==> src/rtl/state_dispatch.sv <==
// state_dispatch: walks the state regfile in passes and hands live entries to the recursion engine.
// Latency: 3 cycles per done-flagged entry (RD, CHK, NEXT) and 4+ per dispatched entry (RD, CHK, DISP, NEXT).
// Backpressure: DISP holds disp_valid and disp_* until disp_ready; nothing is read meanwhile.
// Optional build macro STATE_DISPATCH_STAT_EN adds the skip_cnt statistic output.
module state_dispatch #(
  parameter int ADDR_W = 12,
  parameter int POS_W  = 5,
  parameter int DATA_W = 18
) (
  input  logic              clk,
  input  logic              rst_n,
  input  logic              start,
  input  logic [ADDR_W-1:0] num_states,
  output logic              seq_re,
  input  logic [ADDR_W-1:0] st_addr,
  input  logic [DATA_W-1:0] st_data,
  output logic              disp_valid,
  input  logic              disp_ready,
  output logic [ADDR_W-1:0] disp_addr,
  output logic [POS_W-1:0]  disp_pos,
  output logic [ADDR_W-1:0] disp_idx,
  output logic              busy,
  output logic              done,
  output logic [7:0]        pass_cnt
`ifdef STATE_DISPATCH_STAT_EN
  ,
  output logic [15:0]       skip_cnt
`endif
);

  // State word layout: done flag on top, execution position, then parameter address.
  localparam int DONE_BIT = DATA_W - 1;
  localparam int POS_LSB  = ADDR_W;
  localparam int POS_MSB  = ADDR_W + POS_W - 1;

  typedef enum logic [2:0] {
    IDLE = 3'd0,
    RD   = 3'd1,
    CHK  = 3'd2,
    DISP = 3'd3,
    NEXT = 3'd4,
    FIN  = 3'd5
  } state_t;

  state_t            state_q, state_d;
  logic [ADDR_W-1:0] idx_q, idx_d;
  logic [ADDR_W-1:0] num_q, num_d;
  logic [7:0]        pass_q, pass_d;
  logic              live_q, live_d;
  logic [ADDR_W-1:0] daddr_q, daddr_d;
  logic [POS_W-1:0]  dpos_q, dpos_d;
  logic [ADDR_W-1:0] didx_q, didx_d;

  // Entry fields decoded from the read-back word (valid only in CHK).
  logic              entry_done;
  logic [POS_W-1:0]  entry_pos;
  logic [ADDR_W-1:0] entry_addr;
  // True while the current index is not the last entry of the pass.
  logic              more_entries;

  assign entry_done   = st_data[DONE_BIT];
  assign entry_pos    = st_data[POS_MSB:POS_LSB];
  assign entry_addr   = st_data[ADDR_W-1:0];
  // num_q is never zero once past IDLE, so num_q-1 cannot underflow and
  // num_states = 2^ADDR_W-1 keeps the last index representable.
  assign more_entries = (idx_q < (num_q - ADDR_W'(1)));

`ifdef STATE_DISPATCH_STAT_EN
  logic [15:0] skip_q, skip_d;
`endif

  // State and datapath registers; reset abandons any run in progress.
  always_ff @(posedge clk or negedge rst_n) begin
    if (!rst_n) begin
      state_q <= IDLE;
      idx_q   <= '0;
      num_q   <= '0;
      pass_q  <= '0;
      live_q  <= 1'b0;
      daddr_q <= '0;
      dpos_q  <= '0;
      didx_q  <= '0;
    end else begin
      state_q <= state_d;
      idx_q   <= idx_d;
      num_q   <= num_d;
      pass_q  <= pass_d;
      live_q  <= live_d;
      daddr_q <= daddr_d;
      dpos_q  <= dpos_d;
      didx_q  <= didx_d;
    end
  end

`ifdef STATE_DISPATCH_STAT_EN
  // Skip statistic register, cleared on reset and on each accepted start.
  always_ff @(posedge clk or negedge rst_n) begin
    if (!rst_n) begin
      skip_q <= '0;
    end else begin
      skip_q <= skip_d;
    end
  end

  assign skip_cnt = skip_q;
`endif

  // Next-state and datapath update for the dispatch walk.
  always_comb begin
    state_d = state_q;
    idx_d   = idx_q;
    num_d   = num_q;
    pass_d  = pass_q;
    live_d  = live_q;
    daddr_d = daddr_q;
    dpos_d  = dpos_q;
    didx_d  = didx_q;
`ifdef STATE_DISPATCH_STAT_EN
    skip_d  = skip_q;
`endif

    case (state_q)
      IDLE: begin
        // start is only honoured here, so pulses while busy are ignored.
        if (start) begin
          num_d  = num_states;
          idx_d  = '0;
          pass_d = '0;
          live_d = 1'b0;
`ifdef STATE_DISPATCH_STAT_EN
          skip_d = '0;
`endif
          state_d = (num_states == '0) ? FIN : RD;
        end
      end

      RD: begin
        // seq_re is decoded from this state; the word arrives next cycle.
        state_d = CHK;
      end

      CHK: begin
        if (entry_done) begin
`ifdef STATE_DISPATCH_STAT_EN
          if (skip_q != 16'hFFFF) begin
            skip_d = skip_q + 16'd1;
          end
`endif
          state_d = NEXT;
        end else begin
          daddr_d = entry_addr;
          dpos_d  = entry_pos;
          didx_d  = st_addr;
          live_d  = 1'b1;
          state_d = DISP;
        end
      end

      DISP: begin
        if (disp_ready) begin
          state_d = NEXT;
        end
      end

      NEXT: begin
        if (more_entries) begin
          idx_d   = idx_q + ADDR_W'(1);
          state_d = RD;
        end else begin
          if (pass_q != 8'hFF) begin
            pass_d = pass_q + 8'd1;
          end
          // Another pass only if this one dispatched something.
          if (live_q) begin
            idx_d   = '0;
            live_d  = 1'b0;
            state_d = RD;
          end else begin
            state_d = FIN;
          end
        end
      end

      FIN: begin
        state_d = IDLE;
      end

      default: begin
        state_d = IDLE;
      end
    endcase
  end

  // Control outputs are pure state decodes, so reset clears them immediately.
  assign seq_re     = (state_q == RD);
  assign disp_valid = (state_q == DISP);
  assign busy       = (state_q != IDLE);
  assign done       = (state_q == FIN);
  assign disp_addr  = daddr_q;
  assign disp_pos   = dpos_q;
  assign disp_idx   = didx_q;
  assign pass_cnt   = pass_q;

endmodule
==> config.mk <==
export PLATFORM = sky130hd
export DESIGN_NAME = state_dispatch
export DESIGN_NICKNAME = d
export VERILOG_FILES = /design/src/rtl/state_dispatch.sv
export SDC_FILE = /design/constraint.sdc
export NUM_CORES = 1
export LEC_CHECK = 0
export BUFFER_PORTS_ARGS = -buffer_cell sky130_fd_sc_hd__clkbuf_2
export CORE_ASPECT_RATIO = 1.4
export CORE_MARGIN = 1
export CORE_UTILIZATION = 48
export DETAILED_ROUTE_END_ITERATION = 12
export PLACE_DENSITY = 0.84
export SYNTH_ARGS = -nofsm -noshare
export SYNTH_HDL_FRONTEND = slang
export SYNTH_SLANG_ARGS = --single-unit
==> constraint.sdc <==
create_clock -name clk -period 3 [get_ports clk]
set_input_delay 0.6 -clock clk [delete_from_list [all_inputs] [get_ports clk]]
set_output_delay 0.6 -clock clk [all_outputs]
set_load 0.05 [all_outputs]
-- After elaboration in Yosys (flattened, before gate mapping)
Index checks and enable logic that the tools add are counted.
- bits in registers: 65
- bits of input ports: 46
- output and inout bits: 41
- logic and storage cells: 55
- add/subtract/negate cells: 3
- $lt $le $gt $ge: 1
- eq/ne operators: 12
- multiplexer cells: 19
- bitwise logic cells: 1
- reduce and logical (&&, ||, !) cells: 11
- operators with widths (operator ; count):
    12-bit 2-to-1 mux ; 3
    8-bit 2-to-1 mux ; 3
    12-bit case mux with 2 select lines ; 1
    3-bit 2-to-1 mux ; 6
    8-bit case mux with 2 select lines ; 1
    3-bit case mux with 5 select lines ; 1
    12-bit by 1-bit adder with 12-bit output (second input constant) ; 1
    12-bit logical NOT ; 1
    12-bit less-than comparator ; 1
    12-bit by 1-bit subtractor with 12-bit output (second input constant) ; 1
    8-bit by 1-bit adder with 8-bit output (second input constant) ; 1
    2-bit inequality test (second input constant) ; 4
    8-bit inequality test (second input constant) ; 1
    4-bit AND reduction ; 2
    3-bit by 2-bit == test with 1-bit output (second input constant) ; 2
    3-bit == test (second input constant) ; 2
    2-bit AND reduction ; 3
    3-bit nonzero test ; 2
    3-bit by 1-bit == test with 1-bit output (second input constant) ; 1
    3-bit logical NOT ; 1
    1-bit 2-to-1 mux ; 3
    3-bit inequality test (second input constant) ; 1
    1-bit case mux with 3 select lines ; 1
    3-bit AND reduction ; 1
    other kinds (3) ; 3

-- Depth between registers and ports, before layout
- depth after elaboration: 4
- depth in mapped cells: 14
- depth with buffers taken out: 12

-- Worst setup path after synthesis
Ideal clock, no wire load.
- path type: register to register
- start: register num_q[7]
- end: register idx_q[10]
- library setup time: 0.078 ns
- arrival time: 2.865 ns
- data required time: 2.922 ns
- setup slack: 0.057 ns
- stages on the path, launching flop included: 12
- buffers on the path: 1
- clock period less this slack: 2.943 ns
- cell sequence: dfrtp_1 or4_1 nor3_1 xnor2_1 ha_1 and4_4 nor2b_4 or3_4 o21a_1 buf_6 or3_1 a21oi_1
- longest elaborated chain between the ends: 4
- elaborated cells on any way between the ends: 6
- those cells by class: add/sub (1); order compare (1); eq/ne (1); mux (2); reduce/logical (1)
- RTL lines (item ; line ; text):
    start, declared ; 47 ; logic [ADDR_W-1:0] num_q, num_d;
    start signal, assigned ; 86 ; num_q <= num_d;
    12-bit by 1-bit subtractor with 12-bit output * ; 66 ; assign more_entries = (idx_q < (num_q - ADDR_W'(1)));
    12-bit less-than comparator * ; 66 ;
    3-bit inequality test (no line) / 12-bit 2-to-1 mux (equally long branches) ; -- ;
    3-bit AND reduction (no line) / 12-bit case mux with 2 select lines (equally long branches) ; -- ;
    end signal, assigned ; 85 ; idx_q <= idx_d;
    end, declared ; 46 ; logic [ADDR_W-1:0] idx_q, idx_d;
Mark *: on every way between the ends. The rest lies on a longest branch, timed or not.
A chain may end at the register's enable or synchronous reset.

-- Final worst setup path
- start: register num_q[5]
- end: register idx_q[10]
The elaborated chain is that of the path after synthesis.

==> Implementation_results.wiki <==
{| class="wikitable"
! Metric !! Value
|-
| Total power density per cell area || 1060 nW/um^2
|-
| Leakage power || 2.09 nW
|-
| Total design power || 4.58 mW
|-
| Global-route wire length before repair || 12.6 mm
|-
| Count of final max-slew check failures || 0
|-
| Starting density of the core || 50.0%
|-
| Post-synthesis area per instance || 10.3 sq um
|-
| Vias in the first global route || 2,887
|-
| Number of setup violations in the final report || 7
|-
| Final count of hold timing violations || 0
|-
| Number of instances in the synthesized netlist || 324
|-
| Run status || complete, but fails checks
|-
| Number of violations of the max-capacitance limit || 0
|-
| Sequential cell area || 1630 sq um
|-
| Failing checks || setup timing
|-
| Number of nets in the finished design || 496
|-
| Final non-filler cell area || 4330 sq um
|-
| Achievable frequency || 0.330 GHz
|-
| Standard-cell row count || 35
|-
| Final period demand of the worst path || 3.03 ns
|-
| Clock buffers created by TritonCTS || 9
|-
| Hold/Removal Path Class || primary input to asynchronous set/reset pin
|-
| RSZ-0062 raised after global routing || yes
|-
| Setup Skew || 0.0101 ns
|-
| Unique masters post-synth || 47
|-
| Num Clock Sinks || 65
|-
| Number of detailed-route iterations in the first pass || 4
|-
| Startpoint class of the critical path || flop
|-
| Hold buffers post-CTS || 0
|-
| Routability-driven placement congestion ratio || 0.866
|-
| Asr flop ratio synth || 100%
|-
| Share of final-layout standard cells stronger than drive strength 1 || 43.3%
|-
| Type of the setup path with the least slack || flop to flop
|-
| Die Ht || 101 um
|-
| Maximum number of pins on one net before global-route repair || 34
|-
| Clock network latency to the later pin of the worst-skew pair || 0.34 ns
|-
| Routed len/inst || 15.4 um
|-
| Placed Area || 3930 sq um
|-
| Commonest non-fill, non-tap cell in the layout || clkbuf_2
|-
| Post-route worst setup slack || -0.0320 ns
|-
| Post-synth EDFFs || 0
|-
| Vias after detailed routing || 2,922
|-
| Crit. End Element || flop
|-
| Horiz. Die Dim || 72.4 um
|-
| Critical Path RT || 3.27 ns
|-
| Pre-CTS setup slack || -0.0896 ns
|-
| Overall overflow remaining after global route || 0
|-
| Vias per cell || 5.48
|-
| Die Footprint || 7280 sq um
|-
| Global-route total usage across every layer || 22.5%
|-
| Final critical-path share of the clock period || 101%
|-
| Filler cell count in the final layout || 524
|-
| Number of I/O port buffers || 86
|-
| Worst IR Drop VDD || 0.000766 V
|-
| Buffer levels on the longest clock path || 2
|-
| Number of H-tree branching levels || 3
|-
| Netlist Area Pre-Place || 3330 sq um
|-
| Post-Route Setup TNS || -0.100 ns
|-
| Share of the core filled with cells in the final layout || 65.1%
|-
| Post-Syn Nets || 384
|-
| Commonest cells after routing, fill and taps aside || 86 x clkbuf_2, 65 x dfrtp_1, 49 x nand2_1
|-
| Transition at the pin with the smallest max-transition slack || 0.842 ns
|-
| Area growth from synthesis to final layout || 30.1%
|-
| Area of the core || 6660 sq um
|-
| Number of antenna violations at the first check in global routing || 0
|-
| Number of cell instances on the worst register-to-register path || 11
|-
| Area of the multi-input gates || 1730 sq um
|-
| CTS Root Buffer Type || clkbuf_8
|-
| Register clock-pin slew on the reported worst setup and hold paths || 0.08 ns
|-
| Worst Path Arrival || 3.30 ns
|-
| Post-DP HPWL || 5.65 mm
|-
| Synth warnings || 0
|-
| Number of top-level design ports || 87
|-
| Initial DRC Count || 135
|-
| DRC violation count after routing || 0
|-
| Max-slew headroom || 43.9%
|-
| Seq/Total Area, Yosys || 48.9%
|-
| Final wirelength || 8.20 mm
|-
| ANT cells || 0
|-
| Post-route ant nets || 0
|-
| Crit-path max FO || 5
|-
| Clock tree from TritonCTS || done
|-
| Seq cells post-synth || 65
|-
| Predominant post-synthesis flop cell || dfrtp_1
|}
critical path: stages (launching register included):
cell and delay [ns]:
dfrtp_1 0.41, nor4_2 0.36, nand2_1 0.19, nor3_2 0.16, xnor2_1 0.16, ha_1 0.27, and4_4 0.19, nor2b_4 0.12
or3_4 0.37, o21a_4 0.23, or3_1 0.36, a21oi_1 0.15
area by class of cell:
class	count	area share, %
Sequential cell	65	37.5
Multi-Input combinational cell	242	39.8
Timing Repair Buffer	113	15.3
Clock inverter	6	1.01
Clock buffer	10	3.18
Inverter	5	0.433
Tap cell	92	2.66
repair_timing:
action | 4_1_cts | 5_1_grt
resized for setup | 10 | 23
setup endpoints to repair | 19 | 22
gates cloned | 0 | 1
setup buffers | 2 | 9
pin swaps | 1 | 10
flip-flops by register name, indices dropped and copies added, names as in the netlist:
register	count
disp_addr	12
idx_q	12
num_q	12
live_q	1
disp_pos	5
disp_idx	12
pass_cnt	8
state_q	3
Yosys cell counts, types with 2 or more instances:
library cell	instances	area share, %
a21o_1	3	0.68
a21oi_1	14	2.1
and2_1	2	0.38
and3_1	9	1.7
buf_2	5	0.75
buf_6	2	0.68
clkbuf_1	5	0.56
dfrtp_1	65	49
ha_1	14	5.3
inv_1	5	0.56
mux2_2	30	10
nand2_1	51	5.7
nand3_1	13	2.0
nand4_1	3	0.56
nor2_1	14	1.6
nor3_1	11	1.7
nor3b_1	2	0.45
nor4_1	5	0.94
o211ai_1	2	0.45
o21ai_0	9	1.4
o21ai_1	14	2.1
o31ai_1	4	0.90
or3_1	8	1.5
or4_1	2	0.45
xnor2_1	8	2.1
xor2_1	3	0.79
power by group:
group	internal, mW	switching [mW]	total (mW)	leakage, nW
Combinational	0.843	1.60	2.45	1.18
Sequential	1.20	0.259	1.46	0.822
Clock	0.321	0.355	0.677	0.0805
logic make-up after synthesis:
family / count (synthesis) / share of synthesized area (%)
buffers and inverters: 18 / 2.78
muxes: 30 / 10.1
and+or+nand+nor: 130 / 19.7
DFF: 65 / 48.9
adders and majority gates: 14 / 5.26
AOI/OAI and AO/OA: 56 / 10.4
xor gates and xnor gates: 11 / 2.89
per-stage QoR:
| stage | hold slack (ns) | instances |
|---|---|---|
| 2_1_floorplan | 0.304 | 324 |
| 3_3_place_gp | 0.490 | 505 |
| 3_5_place_dp | 0.495 | 505 |
| 4_1_cts | 0.371 | 523 |
| 5_1_grt | 0.422 | 533 |
| 6_report | 0.349 | 533 |
worst paths after layout:
check | startpoint | end | slack [ns]
min in group clk | num_states[2] | num_q[2] | 0.46
setup reg to reg | num_q[5] | idx_q[10] | -0.03
hold / removal | rst_n | idx_q[1] | 0.35
setup / recovery | num_q[5] | idx_q[10] | -0.03
hold reg to reg | disp_idx[2] | disp_idx[2] | 0.51
max in group asynchronous | rst_n | disp_idx[11] | 1.89
routing by layer:
metal / track usage [%] / vias up / part of all wire [%]
met5: 0 / - / 0
met4: 10.4 / 0 / 2.1
met3: 5.70 / 18 / 6.1
met2: 38.1 / 117 / 52
met1: 26.7 / 1410 / 40
li1: - / 1377 / -
Note: power is estimated with default switching activity, not from simulation.
